<file path="src/rtl/fifo_drain_serializer_if.sv">
// Handshake bundle between a FIFO read port, the drain serializer and its serial pin.
// The serializer uses the slave modport; the environment driving the FIFO side uses master.
interface fifo_drain_serializer_if #(
    parameter int WIDTH = 8
);
    logic             enable;
    logic             empty;
    logic [WIDTH-1:0] read;
    logic             pop;
    logic             tx;
    logic             busy;
    logic             word_done;
    logic [15:0]      frame_count;

    modport slave (
        input  enable, empty, read,
        output pop, tx, busy, word_done, frame_count
    );

    modport master (
        output enable, empty, read,
        input  pop, tx, busy, word_done, frame_count
    );
endinterface

</file>
<file path="src/rtl/fifo_drain_serializer.sv">
// Pops words from a FIFO and sends each as start bit, WIDTH data bits LSB first, stop bit.
// Back-to-back frames relaunch from the last stop cycle, so there is no idle gap between them.
module fifo_drain_serializer #(
    parameter int WIDTH        = 8,
    parameter int CLKS_PER_BIT = 16
) (
    input  logic                    clk,
    input  logic                    rstn,
    fifo_drain_serializer_if.slave  io
);
    localparam int CW = (CLKS_PER_BIT > 1) ? $clog2(CLKS_PER_BIT) : 1;
    localparam int BW = $clog2(WIDTH) + 1;

    typedef enum logic [1:0] {
        IDLE,
        START,
        DATA,
        STOP
    } state_e;

    state_e           state_q, state_d;
    logic [CW-1:0]    cycle_q, cycle_d;
    logic [BW-1:0]    bit_q, bit_d;
    logic [WIDTH-1:0] shift_q, shift_d;
    logic [WIDTH-1:0] shiftNext;
    logic             tx_q, tx_d;
    logic [15:0]      frameCount_q, frameCount_d;
    logic             lastCycle;
    logic             stopEnd;
    logic             pop;

    assign lastCycle = (cycle_q == CW'(CLKS_PER_BIT - 1));
    assign stopEnd   = (state_q == STOP) && lastCycle;
    assign shiftNext = shift_q >> 1;

    // rstn gates pop so the FIFO is never drained while the block is held in reset.
    assign pop = rstn && io.enable && !io.empty && ((state_q == IDLE) || stopEnd);

    assign io.pop         = pop;
    assign io.tx          = tx_q;
    assign io.busy        = (state_q != IDLE);
    assign io.word_done   = stopEnd;
    assign io.frame_count = frameCount_q;

    always_comb begin
        state_d      = state_q;
        cycle_d      = cycle_q + CW'(1);
        bit_d        = bit_q;
        shift_d      = shift_q;
        tx_d         = tx_q;
        frameCount_d = stopEnd ? frameCount_q + 16'd1 : frameCount_q;

        case (state_q)
            IDLE: begin
                cycle_d = '0;
                if (pop) begin
                    state_d = START;
                    shift_d = io.read;
                    tx_d    = 1'b0;
                end
            end
            START: begin
                if (lastCycle) begin
                    state_d = DATA;
                    cycle_d = '0;
                    bit_d   = '0;
                    tx_d    = shift_q[0];
                end
            end
            DATA: begin
                if (lastCycle) begin
                    cycle_d = '0;
                    shift_d = shiftNext;
                    if (bit_q == BW'(WIDTH - 1)) begin
                        state_d = STOP;
                        tx_d    = 1'b1;
                    end else begin
                        bit_d = bit_q + BW'(1);
                        tx_d  = shiftNext[0];
                    end
                end
            end
            STOP: begin
                if (lastCycle) begin
                    cycle_d = '0;
                    if (pop) begin
                        state_d = START;
                        shift_d = io.read;
                        tx_d    = 1'b0;
                    end else begin
                        state_d = IDLE;
                        tx_d    = 1'b1;
                    end
                end
            end
            default: begin
                state_d = IDLE;
                cycle_d = '0;
                tx_d    = 1'b1;
            end
        endcase
    end

    always_ff @(posedge clk or negedge rstn) begin
        if (!rstn) begin
            state_q      <= IDLE;
            cycle_q      <= '0;
            bit_q        <= '0;
            shift_q      <= '0;
            tx_q         <= 1'b1;
            frameCount_q <= '0;
        end else begin
            state_q      <= state_d;
            cycle_q      <= cycle_d;
            bit_q        <= bit_d;
            shift_q      <= shift_d;
            tx_q         <= tx_d;
            frameCount_q <= frameCount_d;
        end
    end
endmodule

</file>
<file path="src/flat_wrapper.sv">
// flat-port wrapper written by rule: the top's interface ports become plain ports
module fifo_drain_serializer_flat 
#(
    parameter int WIDTH        = 8,
    parameter int CLKS_PER_BIT = 16
)
  (clk, rstn, io_enable, io_empty, io_read, io_pop, io_tx, io_busy, io_word_done, io_frame_count);
  fifo_drain_serializer_if #(.WIDTH(WIDTH)) io_i ();
  input  logic clk;
  input  logic rstn;
  input wire logic [$bits(io_i.enable)-1:0] io_enable;
  input wire logic [$bits(io_i.empty)-1:0] io_empty;
  input wire logic [$bits(io_i.read)-1:0] io_read;
  output wire logic [$bits(io_i.pop)-1:0] io_pop;
  output wire logic [$bits(io_i.tx)-1:0] io_tx;
  output wire logic [$bits(io_i.busy)-1:0] io_busy;
  output wire logic [$bits(io_i.word_done)-1:0] io_word_done;
  output wire logic [$bits(io_i.frame_count)-1:0] io_frame_count;
  assign io_i.enable = io_enable;
  assign io_i.empty = io_empty;
  assign io_i.read = io_read;
  assign io_pop = io_i.pop;
  assign io_tx = io_i.tx;
  assign io_busy = io_i.busy;
  assign io_word_done = io_i.word_done;
  assign io_frame_count = io_i.frame_count;
  fifo_drain_serializer #(.WIDTH(WIDTH), .CLKS_PER_BIT(CLKS_PER_BIT)) u_core (.clk(clk), .rstn(rstn), .io(io_i));
endmodule
</file>
<file path="config.mk">
export PLATFORM = sky130hd
export DESIGN_NAME = fifo_drain_serializer_flat
export DESIGN_NICKNAME = d
export VERILOG_FILES = /design/src/rtl/fifo_drain_serializer_if.sv /design/src/rtl/fifo_drain_serializer.sv /design/src/flat_wrapper.sv
export SDC_FILE = /design/constraint.sdc
export NUM_CORES = 1
export LEC_CHECK = 0
export CAP_MARGIN = 5
export CORE_AREA = 8 8 67 69
export DETAILED_ROUTE_END_ITERATION = 8
export DIE_AREA = 0 0 75 77
export DONT_BUFFER_PORTS = 1
export GPL_TIMING_DRIVEN = 0
export PLACE_DENSITY = 0.74
export SETUP_SLACK_MARGIN = 0.2
export SLEW_MARGIN = 20
export SYNTH_ARGS = -nofsm -noshare
export SYNTH_HDL_FRONTEND = slang
export SYNTH_SLANG_ARGS = --single-unit
</file>
<file path="constraint.sdc">
create_clock -name clk -period 2.2 [get_ports clk]
set_input_delay 0.33 -clock clk [delete_from_list [all_inputs] [get_ports clk]]
set_output_delay 0.33 -clock clk [all_outputs]
set_load 0.05 [all_outputs]
</file>
After elaboration in Yosys (flattened, before gate mapping):

Cells that the tools add are included.

* word-level logic and storage cells: 59
* input bits: 12
* output and inout port bits: 20
* ROM bits: 0
* flip-flop bits (word level): 35
* latch bits: 0
* memory bits (writable): 0
* memories kept: 0

* divide/modulo/power cells: 0
* bitwise gates (word level): 0
* add/sub/neg operators: 3
* mux-type cells: 24
* reduce and logical (&&, ||, !) cells: 15
* multipliers: 0
* equality and inequality tests: 11
* shifts and indexed selects: 0
* $lt $le $gt $ge: 0

Operator list (count)
* 8-bit 2-to-1 mux: 3
* 8-bit case mux with 3 select lines: 1
* 16-bit by 1-bit adder with 16-bit output, second input constant: 1
* 4-bit 2-to-1 mux: 4
* 4-bit case mux with 2 select lines: 2
* 2-bit 2-to-1 mux: 5
* 4-bit by 1-bit adder with 4-bit output, second input constant: 2
* 2-bit by 1-bit inequality test with 1-bit output, second input constant: 4
* 2-bit case mux with 4 select lines: 1
* 4-bit AND reduction: 2
* 1-bit 2-to-1 mux: 7
* 5-bit AND reduction: 1
* 2-bit == test, second input constant: 2
* 4-bit by 3-bit == test with 1-bit output, second input constant: 1
* 4-bit == test, second input constant: 1
* 1-bit logical AND: 4
* 2-bit inequality test, second input constant: 2
* 1-bit case mux with 4 select lines: 1
* 2-bit nonzero test: 2
* 3-bit AND reduction: 1
* 3-bit nonzero test: 1
* 3-bit OR reduction: 1
* 2-bit by 1-bit == test with 1-bit output, second input constant: 1
* 2-bit logical NOT: 1
* 2 further kinds: 2

Longest topological paths before layout:

Gate-level depths: netlist of run 1.

* word-level depth: 7
* gate-level depth with buffers: 6

Least setup slack after synthesis of run 1:

OpenSTA, ideal clock, no wires.

* path kind: reg-to-reg
* start point: register u_core.state_q[0]
* end point: register u_core.state_q[0]
* arrival time: 2.254 ns
* clock period less this slack: 2.333 ns
* cell stages (with the launch flop): 7
* setup slack: -0.133 ns
* buffers on the path: 0
* cell sequence: dfrtp_1 -> inv_1 -> ha_1 -> inv_1 -> a21oi_1 -> a211o_1 -> a2bb2oi_1

* longest elaborated chain between the ends: 7
* elaborated cells between the ends (all ways): 16
* classes of those cells: eq/ne (8); mux (3); reduce/logical (5)

Ends and longest elaborated chain
* start, declared: RTL line fifo_drain_serializer.sv:21 `state_e state_q, state_d;`
* start signal, assigned: RTL line fifo_drain_serializer.sv:113 `state_q <= state_d;`
* 2-bit == test: RTL line fifo_drain_serializer.sv:33 `assign stopEnd = (state_q == STOP) && lastCycle;`
* 1-bit logical AND: RTL line fifo_drain_serializer.sv:33
* 1-bit logical OR (*): RTL line fifo_drain_serializer.sv:37 `assign pop = rstn && io.enable && !io.empty && ((state_q == IDLE) || stopEnd);`
* 1-bit logical AND (*): RTL line fifo_drain_serializer.sv:37
* named net io_pop: RTL line flat_wrapper.sv:14 `output wire logic [$bits(io_i.pop)-1:0] io_pop;`
* 1-bit 2-to-1 mux: RTL line fifo_drain_serializer.sv:86 `if (pop) begin`
* 2-bit 2-to-1 mux: RTL line fifo_drain_serializer.sv:84 `if (lastCycle) begin`
* 2-bit case mux with 4 select lines: RTL line fifo_drain_serializer.sv:53 `case (state_q)`

The timed path passes the listed nets; every way through them passes the cells marked *. The select of a mux whose other input is x is not followed.
A chain may end at the register's enable or synchronous reset.

Final worst setup path of run 1:

* start point: register u_core.state_q[1]
* end point: output io_pop

* longest elaborated chain between the ends: 4
* elaborated cells between the ends (all ways): 5
* classes of those cells: eq/ne (1); reduce/logical (4)

Ends and longest elaborated chain (RTL line)
* 2-bit == test: fifo_drain_serializer.sv:33
* 1-bit logical AND: fifo_drain_serializer.sv:33
* 1-bit logical OR (*): fifo_drain_serializer.sv:37
* 1-bit logical AND (*): fifo_drain_serializer.sv:37
* end, declared: flat_wrapper.sv:14

Every way passes the cells marked *; elsewhere a longest branch is shown, timed or not.

==> qor.txt, run 1 <==
=====================================================================================
Final routed DRC violation total                                                    0
Global-route wire length before repair                                       6.872 mm
TritonCTS clock tree                                                            built
Outcome                                                                     completed
Clock insertion delay at the later pin of the skew report                     0.33 ns
Vias per Instance                                                               5.696
Post-detailed-routing wire length                                            4.040 mm
Final setup violating endpoints                                                     0
Post-synthesis cell area                                                    1808 um^2
Residual antenna-violating net count after detailed routing                         0
CP cell instances                                                        inv_2 > ha_4 > clkinvlp_4 > a21oi_4
Register area share after synthesis                                            48.51%
Count of pins on the block boundary                                                32
Critical path buffers and inverters                                                 2
Count of warnings emitted by yosys                                                  0
Slew at the pin closest to its max-slew limit                               0.6230 ns
Sum of overflow across all layers after global routing                              0
Worst min-delay path class                                               primary input to flip-flop
Overall fraction of global-route tracks in use                                 15.35%
Share of layout cells above drive strength 1                                   30.16%
IR drop worst, VDD                                                          0.3687 mV
CTS sink count                                                                     35
Port buffer count                                                                   0
Final setup skew                                                           0.01190 ns
Worst rel slew slack                                                           58.47%
Max-slew violations                                                                 0
Number of rows in the core area                                                    22
Post-synthesis cell count                                                         164
Fmax                                                                        473.7 MHz
Pin count of the biggest net entering global routing                               36
Starting DRT DRC Count                                                             96
Root Driver                                                                  clkbuf_4
Clock-pin transition on the worst setup and hold timing paths                 0.10 ns
Area Overhead vs Synth                                                         19.24%
Unrepaired setup endpoints after global routing                                  true
Core area                                                                   3496 um^2
Total power                                                                  1.014 mW
Maximum number of buffers from clock root to sink                                   2
Period Utilization, post-route                                                 95.96%
Number of antenna violations at the first check in global routing                   0
Sum of routed wire segments on met1                                          1.500 mm
Final Core Density                                                             61.67%
Post-synthesis net count                                                          185
Highest routed metal layer                                                       met4
Max Fanout on Critical Path                                                         4
Routability cong.                                                              0.7415
Starting density of the core                                                   51.72%
Horizontal die dimension                                                        75 um
Final Hold Vio Count                                                                0
Leakage component of the power                                              0.9804 nW
Top Family by Delay on Critical Path                                     compound AO/OA/AOI/OAI gates
Number of distinct library cells after synthesis                                   38
Die Span Y                                                                      77 um
Antenna diode count                                                                 0
Number of buffers created by CTS                                                    5
Critical path data arrival time                                               1.78 ns
Wire length per cell after detailed routing                                  17.05 um
Post-detailed-placement half-perimeter wirelength                            2.641 mm
Stage delay of the slowest cell on the critical path                          0.49 ns
Via count of the first global-routing pass                                      1,435
Area of the die                                                             5775 um^2
Data required, critical path                                                  1.87 ns
Maximum level of the CTS H-tree                                                     2
Post-layout minimum cycle time                                               2.111 ns
Most frequent standard cell in the layout excluding fill and tap cells        dfrtp_1
Highest-count cells in the layout ignoring fill and taps                 dfrtp_1, nand2_1, mux2_2
Total via count after detailed routing                                          1,350
Setup crit end kind                                                       output port
Startpoint types                                                            flip-flop
Detailed-routed wire length on met2                                          2.141 mm
Register bit total from synthesis                                                  35
# fillers                                                                         290
Avg Synthesized Cell Area                                                  11.02 um^2
Number of detailed-route iterations in the first pass                               4
Critical path's slowest cell                                                  a21oi_4
Layout net count                                                                  209
Max-cap violation count                                                             0
Total Negative Setup Slacks                                                      0 ns
Sum of met3 wire segment lengths after detailed routing                        331 um
Worst setup path class                                                   flip-flop to output port
Power per standard cell area                                             470.5 nW/um^2
=====================================================================================
[where the power goes]
group	switching (mW)	leakage, nW	internal (mW)
logic	0.0177	0.497	0.0142
registers	0.00694	0.454	0.650
clock network	0.201	0.0293	0.124
total	0.225	0.980	0.789
[final timing paths]
check | cells past startpoint | end | slack [ns] | from
max reg2reg | 8 | u_core.shift_q[1]$_DFFE_PN0P_ | 0.19 | u_core.state_q[1]$_DFFE_PN0P_
max | 4 | io_pop | 0.09 | u_core.state_q[1]$_DFFE_PN0P_
max in group asynchronous | 2 | u_core.io.tx$_DFFE_PN1P_ | 1.52 | rstn
min | 2 | u_core.shift_q[6]$_DFFE_PN0P_ | 0.27 | io_read[6]
min in group asynchronous | 2 | u_core.io.frame_count[15]$_DFFE_PN0P_ | 0.44 | rstn
min reg2reg | 1 | u_core.shift_q[4]$_DFFE_PN0P_ | 0.51 | u_core.shift_q[4]$_DFFE_PN0P_
[worst register-to-register path, delay by kind of cell, from the launching register on]
kind | cells | cell delay [ns]
AOI/OAI and AO/OA | 1 | 0.08
and+or+nand+nor | 1 | 0.38
DFF | 1 | 0.42
adders and majority gates | 1 | 0.16
muxes | 1 | 0.33
buffers and inverters | 4 | 0.51
[cells by family after synthesis]
group,Yosys count,synth area share [%]
AO/OA/AOI/OAI,25,9.966
multiplexers,16,9.965
adder cells (fa/ha/maj),9,6.228
AND/OR/NAND/NOR,52,15.23
flip-flops,35,48.51
buffers and inverters,11,2.353
XOR/XNOR,16,7.751
[per-stage QoR]
stage	cells	area (um^2)	worst slack (ns)	hold slack [ns]
final	237	2156	0.08899	0.2709
after global routing	237	2156	0.01664	0.2560
after CTS	234	2105	0.07546	0.2570
after detailed placement	212	1879	-0.09240	0.03546
after global placement	212	1879	0.002396	0.03538
after floorplan	164	1819	0.2144	0.03441
[routing by layer]
metal	global-route usage (%)	up-vias
met1	17.62	665
met3	5.722	9
li1	-	634
met2	24.83	42
met4	5.686	0
met5	0	-
[cells in the mapped netlist, drive strengths merged]
master / instances / area share, %
nand3: 5 / 1.4
a22oi: 1 / 0.42
a21oi: 7 / 1.9
a31oi: 1 / 0.69
o211a: 1 / 0.55
and3: 5 / 1.7
mux2: 16 / 10
o21ai: 7 / 1.9
o21a: 1 / 0.42
o31ai: 2 / 1.6
dfstp: 1 / 1.5
a211o: 1 / 0.48
clkbuf: 3 / 0.62
a2bb2oi: 1 / 0.48
nand2: 17 / 3.5
nand3b: 1 / 0.42
and3b: 1 / 0.48
a311oi: 1 / 0.48
nor2b: 2 / 0.69
o2bb2ai: 1 / 0.48
o221ai: 1 / 0.48
ha: 9 / 6.2
or3: 1 / 0.35
nand4: 4 / 1.7
nor4: 1 / 0.35
and4: 2 / 0.97
xor2: 7 / 3.4
nor3: 6 / 1.7
nor2: 5 / 1.0
dfrtp: 34 / 47
nor3b: 1 / 0.42
xnor2: 9 / 4.4
clkinv: 1 / 0.28
nand4b: 1 / 0.48
inv: 7 / 1.5
[final cells by class]
class                      count  area (um^2)  share of cell area, %
multi-input combinational    118        959.7                  44.52
sequential                    35        879.6                  40.80
timing repair buffer          16        142.6                  6.616
tap                           48        60.06                  2.786
inverter                       8        46.29                  2.147
clock buffer                   7        45.04                  2.089
buffer                         3        12.51                 0.5804
clock inverter                 1        5.005                 0.2322
timing repair inverter         1        5.005                 0.2322
[flip-flops by register name, summed over array words and instances, names as in the netlist]
name                   cells
u_core.io.frame_count     16
u_core.bit_q               4
u_core.state_q             2
u_core.cycle_q             4
u_core.io.tx               1
u_core.shift_q             8
[repair_timing]
item	4_1_cts	5_1_grt
endpoints found under the hold margin	35	0
buffers inserted	11	3
hold buffers	2	0
pin swaps	4	4
resized for setup	13	11
cloned	1	0
setup endpoints to repair	17	18
No activity file was read; power rests on OpenSTA's default activity.
==> run 2: changes to the inputs <==
==> constraint.sdc (replaced) <==
create_clock -name clk -period 2.7 [get_ports clk]
set_input_delay 0.405 -clock clk [delete_from_list [all_inputs] [get_ports clk]]
set_output_delay 0.405 -clock clk [all_outputs]
set_load 0.05 [all_outputs]
==> qor.txt, run 2 (synthesis gave the netlist of run 1 again) <==
=====================================================================================
Unrepaired setup endpoints after global routing                                 false
Number of detailed-route iterations in the first pass                               4   unchanged
Count of pins on the block boundary                                                32   unchanged
Clock insertion delay at the later pin of the skew report                     0.35 ns   +0.02 ns
Starting density of the core                                                   51.72%   unchanged
Share of layout cells above drive strength 1                                   17.24%   -13 points
Final routed DRC violation total                                                    0   unchanged
Number of cells traversed by the worst register-to-register path                    6   -2
Layout net count                                                                  194   -7.2%
Maximum number of buffers from clock root to sink                                   2   unchanged
Outcome                                                                     completed
Most frequent standard cell in the layout excluding fill and tap cells        dfrtp_1
Vias per Instance                                                               5.653   -0.76%
Period Utilization, post-route                                                 87.70%
Clock-pin transition on the worst setup and hold timing paths                 0.12 ns   +0.02 ns
Total Negative Setup Slacks                                                      0 ns   unchanged
Hold wc startpoint                                                         io_read[5]
Post-layout minimum cycle time                                               2.368 ns
FF-to-FF setup slack                                                          0.44 ns   +0.25 ns
Area Overhead vs Synth                                                         10.10%
Maximum level of the CTS H-tree                                                     2   unchanged
Root Driver                                                                  clkbuf_4
Final setup violating endpoints                                                     0   unchanged
Start of the worst register-to-register path                             u_core.state_q[0]$_DFFE_PN0P_
Data required, critical path                                                  2.30 ns   +0.43 ns
Power per standard cell area                                             477.7 nW/um^2   +1.5%
Fmax                                                                        422.3 MHz
Max Fanout on Critical Path                                                         5   +1
Sum of overflow across all layers after global routing                              0   unchanged
Number of buffers inserted to repair setup after CTS                                0   -11
Horizontal die dimension                                                        75 um   unchanged
Via count of the first global-routing pass                                      1,325   -7.7%
Pin count of the biggest net entering global routing                               36   unchanged
Final setup skew                                                           0.01134 ns   -0.0005607 ns
CTS sink count                                                                     35   unchanged
Setup crit end kind                                                       output port
Highest-count cells in the layout ignoring fill and taps                 dfrtp_1, nand2_1, mux2_2
Number of rows in the core area                                                    22   unchanged
Area of the die                                                             5775 um^2   unchanged
Instance count along the most critical hold path                                    2   unchanged
Overall fraction of global-route tracks in use                                 13.78%   -1.6 points
Core area                                                                   3496 um^2   unchanged
Number of flip-flops under the largest register name                               16   unchanged
TritonCTS clock tree                                                            built
Number of buffers created by CTS                                                    5   unchanged
Residual antenna-violating net count after detailed routing                         0   unchanged
Die Span Y                                                                      77 um   unchanged
# fillers                                                                         315   +8.6%
Total via count after detailed routing                                          1,255   -7.0%
Max-slew violations                                                                 0   unchanged
Total power                                                                 0.9510 mW   -6.2%
Worst min-delay path class                                               primary input to flip-flop
Startpoint types                                                            flip-flop
Wire length per cell after detailed routing                                  17.05 um   about the same
Antenna diode count                                                                 0   unchanged
Critical path data arrival time                                               1.96 ns   +0.18 ns
Leakage component of the power                                              0.9153 nW   -6.6%
FF-to-FF End                                                             u_core.shift_q[2]$_DFFE_PN0P_
Post-detailed-routing wire length                                            3.785 mm   -6.3%
IR drop worst, VDD                                                          0.2367 mV   -36%
Post-detailed-placement half-perimeter wirelength                            2.721 mm   +3.0%
Number of antenna violations at the first check in global routing                   0   unchanged
Sink of the worst hold path                                              u_core.shift_q[5]$_DFFE_PN0P_
Port buffer count                                                                   0   unchanged
Routability cong.                                                              0.8023   +8.2%
Starting DRT DRC Count                                                             62   -35%
Slew at the pin closest to its max-slew limit                               0.5932 ns   -0.02978 ns
Worst setup path class                                                   flip-flop to output port
Global-route wire length before repair                                       6.196 mm   -9.8%
Final Hold Vio Count                                                                0   unchanged
Max-cap violation count                                                             0   unchanged
Worst rel slew slack                                                           60.45%   +2.0 points
=====================================================================================
-- run 2: worst max-delay path by stage --
stage / from / to / slack, ns / cells after the start
after CTS: u_core.state_q[0]$_DFFE_PN0P_ / io_pop / 0.33 / 4
after global placement: u_core.state_q[0]$_DFFE_PN0P_ / u_core.state_q[0]$_DFFE_PN0P_ / 0.19 / 6
after floorplan: u_core.state_q[0]$_DFFE_PN0P_ / u_core.state_q[0]$_DFFE_PN0P_ / 0.37 / 6
after global routing: u_core.state_q[0]$_DFFE_PN0P_ / io_pop / 0.22 / 4
after detailed placement: u_core.state_q[0]$_DFFE_PN0P_ / u_core.state_q[0]$_DFFE_PN0P_ / 0.46 / 6
final: u_core.state_q[0]$_DFFE_PN0P_ / io_pop / 0.33 / 4
-- run 2: repair_timing --
action                     CTS  global route
hold buffers                 2             0
gates resized for setup      1             0
setup endpoints to repair    1             0
hold endpoints to repair    35             0
-- run 2: where the power goes --
group	total [mW]	switching, mW	internal (mW)
Combinational	0.0261	0.0145	0.0116
Clock	0.389	0.194	0.195
Sequential	0.536	0.00567	0.530
Total	0.951	0.215	0.736
-- run 2: layout make-up --
cell class | count | area [um^2] | area share (%)
buffer | 3 | 11.26 | 0.5657
clock buffer | 5 | 37.54 | 1.886
clock inverter | 3 | 43.79 | 2.200
inverter | 8 | 31.28 | 1.571
multi-input combinational | 118 | 899.6 | 45.19
sequential | 35 | 877.1 | 44.06
tap | 48 | 60.06 | 3.017
timing repair buffer | 2 | 30.03 | 1.508
-- run 2: layer usage --
metal | track usage, % | part of all wire [%]
met5 | 0 | 0
met4 | 6.471 | 1.1
met3 | 5.462 | 6.2
met2 | 21.80 | 51
met1 | 15.52 | 41
-- run 2: metrics by stage --
stage	instance area (um^2)	cells	setup WS (ns)	util [%]	hold slack [ns]
4_1_cts	1991	222	0.3260	56.94	0.3112
3_3_place_gp	1868	212	0.1906	53.44	0.1104
2_1_floorplan	1808	164	0.3668	-	0.1094
3_5_place_dp	1872	212	0.4562	53.54	0.1104
6_report	1991	222	0.3321	56.94	0.3283
5_1_grt	1991	222	0.2165	56.94	0.3160
-- run 2: critical path, stage by stage, from the launching register on --
cell and delay (ns):
dfrtp_1 0.45, inv_1 0.17, ha_1 0.26, inv_1 0.28, a21oi_4 0.47
==> run 3: changes to the inputs <==
--- a/config.mk
+++ b/config.mk
@@ -6,9 +6,9 @@
 export NUM_CORES = 1
 export LEC_CHECK = 0
 export CAP_MARGIN = 5
-export CORE_AREA = 8 8 67 69
+export CORE_AREA = 8 8 70 66
 export DETAILED_ROUTE_END_ITERATION = 8
-export DIE_AREA = 0 0 75 77
+export DIE_AREA = 0 0 78 74
 export DONT_BUFFER_PORTS = 1
 export GPL_TIMING_DRIVEN = 0
 export PLACE_DENSITY = 0.74
==> qor.txt, run 3 (synthesis gave the netlist of run 1 again) <==
=====================================================================================
Residual antenna-violating net count after detailed routing                         0   unchanged
Max Fanout on Critical Path                                                        10   +5
Maximum number of buffers from clock root to sink                                   2   unchanged
Unrepaired setup endpoints after global routing                                 false
Final setup violating endpoints                                                     0   unchanged
Pin count of the biggest net entering global routing                               36   unchanged
Number of antenna violations at the first check in global routing                   0   unchanged
Overall fraction of global-route tracks in use                                 13.44%   -0.34 points
Post-layout minimum cycle time                                               2.263 ns   -0.1045 ns
Critical path buffers and inverters                                                 1   -1
Number of flip-flops under the largest register name                               16   unchanged
Post-detailed-placement half-perimeter wirelength                            2.711 mm   -0.35%
CP cell instances                                                        ha_1 > nand4_2 > clkinv_2 > a31oi_2 > o31ai_4 > mux2_2
Starting DRT DRC Count                                                             54   -13%
Placed Instance Area                                                        1869 um^2   -0.13%
Setup WS pre-CTS                                                            0.4741 ns   +0.01780 ns
Layout net count                                                                  194   unchanged
Data required, critical path                                                  2.86 ns   +0.56 ns
Layout Cell Area excl Fill                                                  2009 um^2   +0.94%
Most frequent standard cell in the layout excluding fill and tap cells        dfrtp_1
Pint                                                                        0.8123 mW   +10%
Total Negative Setup Slacks                                                      0 ns   unchanged
Final standard cell count with taps included and fillers excluded                 219   -1.4%
Post-detailed-routing wire length                                            3.594 mm   -5.0%
Count of pins on the block boundary                                                32   unchanged
Worst setup margin                                                          0.4366 ns   +0.1045 ns
Startpoint types                                                            flip-flop
Top Family by Delay on Critical Path                                     compound AO/OA/AOI/OAI gates
Die Span Y                                                                      74 um   -3.9%
Sum of met3 wire segment lengths after detailed routing                        313 um   +33%
Max-slew violations                                                                 0   unchanged
Highest-count cells in the layout ignoring fill and taps                 dfrtp_1, nand2_1, mux2_2
Clock insertion delay at the later pin of the skew report                     0.28 ns   -0.07 ns
Sum of routed wire segments on met1                                          1.394 mm   -11%
Stage delay of the slowest cell on the critical path                          0.43 ns   -0.04 ns
Total via count after detailed routing                                          1,232   -1.8%
Number of buffers created by CTS                                                    5   unchanged
Max-cap violation count                                                             0   unchanged
Maximum level of the CTS H-tree                                                     2   unchanged
Number of buffers inserted to repair setup after CTS                                0   unchanged
Number of detailed-route iterations in the first pass                               4   unchanged
FF-to-FF setup slack                                                          0.44 ns   about the same
Global-route wire length before repair                                       6.230 mm   +0.55%
Setup crit end kind                                                         flip-flop
Start of the worst register-to-register path                             u_core.cycle_q[0]$_DFF_PN0_
Hold wc startpoint                                                         io_read[6]
Core area                                                                   3521 um^2   +0.72%
Share of layout cells above drive strength 1                                   16.18%   -1.1 points
Part of the total power dissipated in the clock network                         43.9%   +3.0 points
Sw frac                                                                        18.86%   -3.7 points
Crit path from                                                           u_core.cycle_q[0]$_DFF_PN0_
Outcome                                                                     completed
IR drop worst, VDD                                                          0.3194 mV   +35%
Critical path's slowest cell                                                  o31ai_4
Leakage component of the power                                              0.9214 nW   +0.67%
Final routed DRC violation total                                                    0   unchanged
Number of rows in the core area                                                    21   -4.5%
Share of power burned in combinational logic                                     2.6%   about the same
# fillers                                                                         302   -4.1%
Routability cong.                                                              0.8657   +7.9%
Highest routed metal layer                                                       met4
TritonCTS clock tree                                                            built
Final Hold Vio Count                                                                0   unchanged
Critical path data arrival time                                               2.43 ns   +0.47 ns
Clock-pin transition on the worst setup and hold timing paths                 0.06 ns   -0.06 ns
Area of the multi-input gates                                              899.6 um^2   unchanged
Worst min-delay path class                                               primary input to flip-flop
Port buffer count                                                                   0   unchanged
Starting density of the core                                                   51.35%   -0.37 points
Share of total power in sequential cells                                        53.5%   -2.8 points
Root Driver                                                                  clkbuf_8
Sum of overflow across all layers after global routing                              0   unchanged
Area of the die                                                             5772 um^2   about the same
Area Overhead vs Synth                                                         11.14%
Cells after DPL                                                                   210   -0.94%
Switching power total                                                       0.1888 mW   -12%
Detailed-routed wire length on met2                                          1.864 mm   -3.9%
Sequential cell area                                                       877.1 um^2   unchanged
Antenna diode count                                                                 0   unchanged
Via count of the first global-routing pass                                      1,325   unchanged
Horizontal die dimension                                                        78 um   +4.0%
Wire length per cell after detailed routing                                  16.41 um   -3.7%
Final setup skew                                                          0.004785 ns   -0.006555 ns
Fmax                                                                        441.8 MHz   +4.6%
Worst rel slew slack                                                           59.71%   -0.74 points
Slew at the pin closest to its max-slew limit                               0.6043 ns   +0.01112 ns
Period Utilization, post-route                                                 83.83%   -3.9 points
Worst setup path class                                                   flip-flop to flip-flop
CTS sink count                                                                     35   unchanged
Vias per Instance                                                               5.626   -0.49%
Hold_ws                                                                     0.3978 ns   +0.06952 ns
Power per standard cell area                                             498.2 nW/um^2   +4.3%
=====================================================================================
[run 3: cell count changes in the layout (fill, tap and decap cells not counted)]
cell,change
clkinv_2,-1
clkbuf_4,-5
clkbuf_1,+1
clkbuf_8,+5
clkinv_4,-1
[run 3: area by class of cell]
class,instances,area share (%)
flip-flops and latches,35,43.65
repair buffers,2,1.494
clock buffers,6,3.611
plain buffers,3,0.5604
well taps,46,2.864
multi-input cells,118,44.77
inverters,8,1.557
clock inverters,1,1.494
[run 3: worst register-to-register path, stage by stage, from the launching register on]
cell,delay [ns]
dfrtp_1,0.40
ha_1,0.29
nand4_2,0.24
clkinv_2,0.32
a31oi_2,0.09
o31ai_4,0.43
mux2_2,0.39
[run 3: routing by layer]
metal | vias up | GRT usage, %
met5 | - | 0
met4 | 0 | 2.875
met3 | 3 | 7.367
met2 | 25 | 23.73
met1 | 608 | 13.86
li1 | 596 | -
[run 3: worst paths after layout]
path,end,cells past startpoint
max,u_core.shift_q[4]$_DFFE_PN0P_,6
min,u_core.shift_q[6]$_DFFE_PN0P_,2
max reg2reg,u_core.shift_q[4]$_DFFE_PN0P_,6
min reg2reg,u_core.shift_q[3]$_DFFE_PN0P_,1
max in group asynchronous,u_core.io.tx$_DFFE_PN1P_,2
min in group asynchronous,u_core.io.frame_count[4]$_DFFE_PN0P_,2
[run 3: what timing repair did]
| action | 4_1_cts | 5_1_grt |
|---|---|---|
| endpoints found under the hold margin | 35 | 0 |
| gates resized for setup | 0 | 1 |
| setup endpoints to repair | 0 | 1 |
| hold buffers | 2 | 0 |
[run 3: power groups by stage]
stage / registers, mW / logic (mW) / clock network [mW]
finish: 0.536 / 0.0256 / 0.440
floorplan: 0.545 / 0.0102 / 0
global route: 0.536 / 0.0297 / 0.475
CTS: 0.536 / 0.0264 / 0.454
detailed placement: 0.546 / 0.0115 / 0
global placement: 0.546 / 0.0110 / 0
[run 3: through the flow]
step                utilization (%)  power [mW]
floorplan                         -      0.5551
global placement              52.99      0.5568
detailed placement            53.09      0.5576
CTS                           56.86       1.017
global route                  57.07       1.041
finish                        57.07       1.001
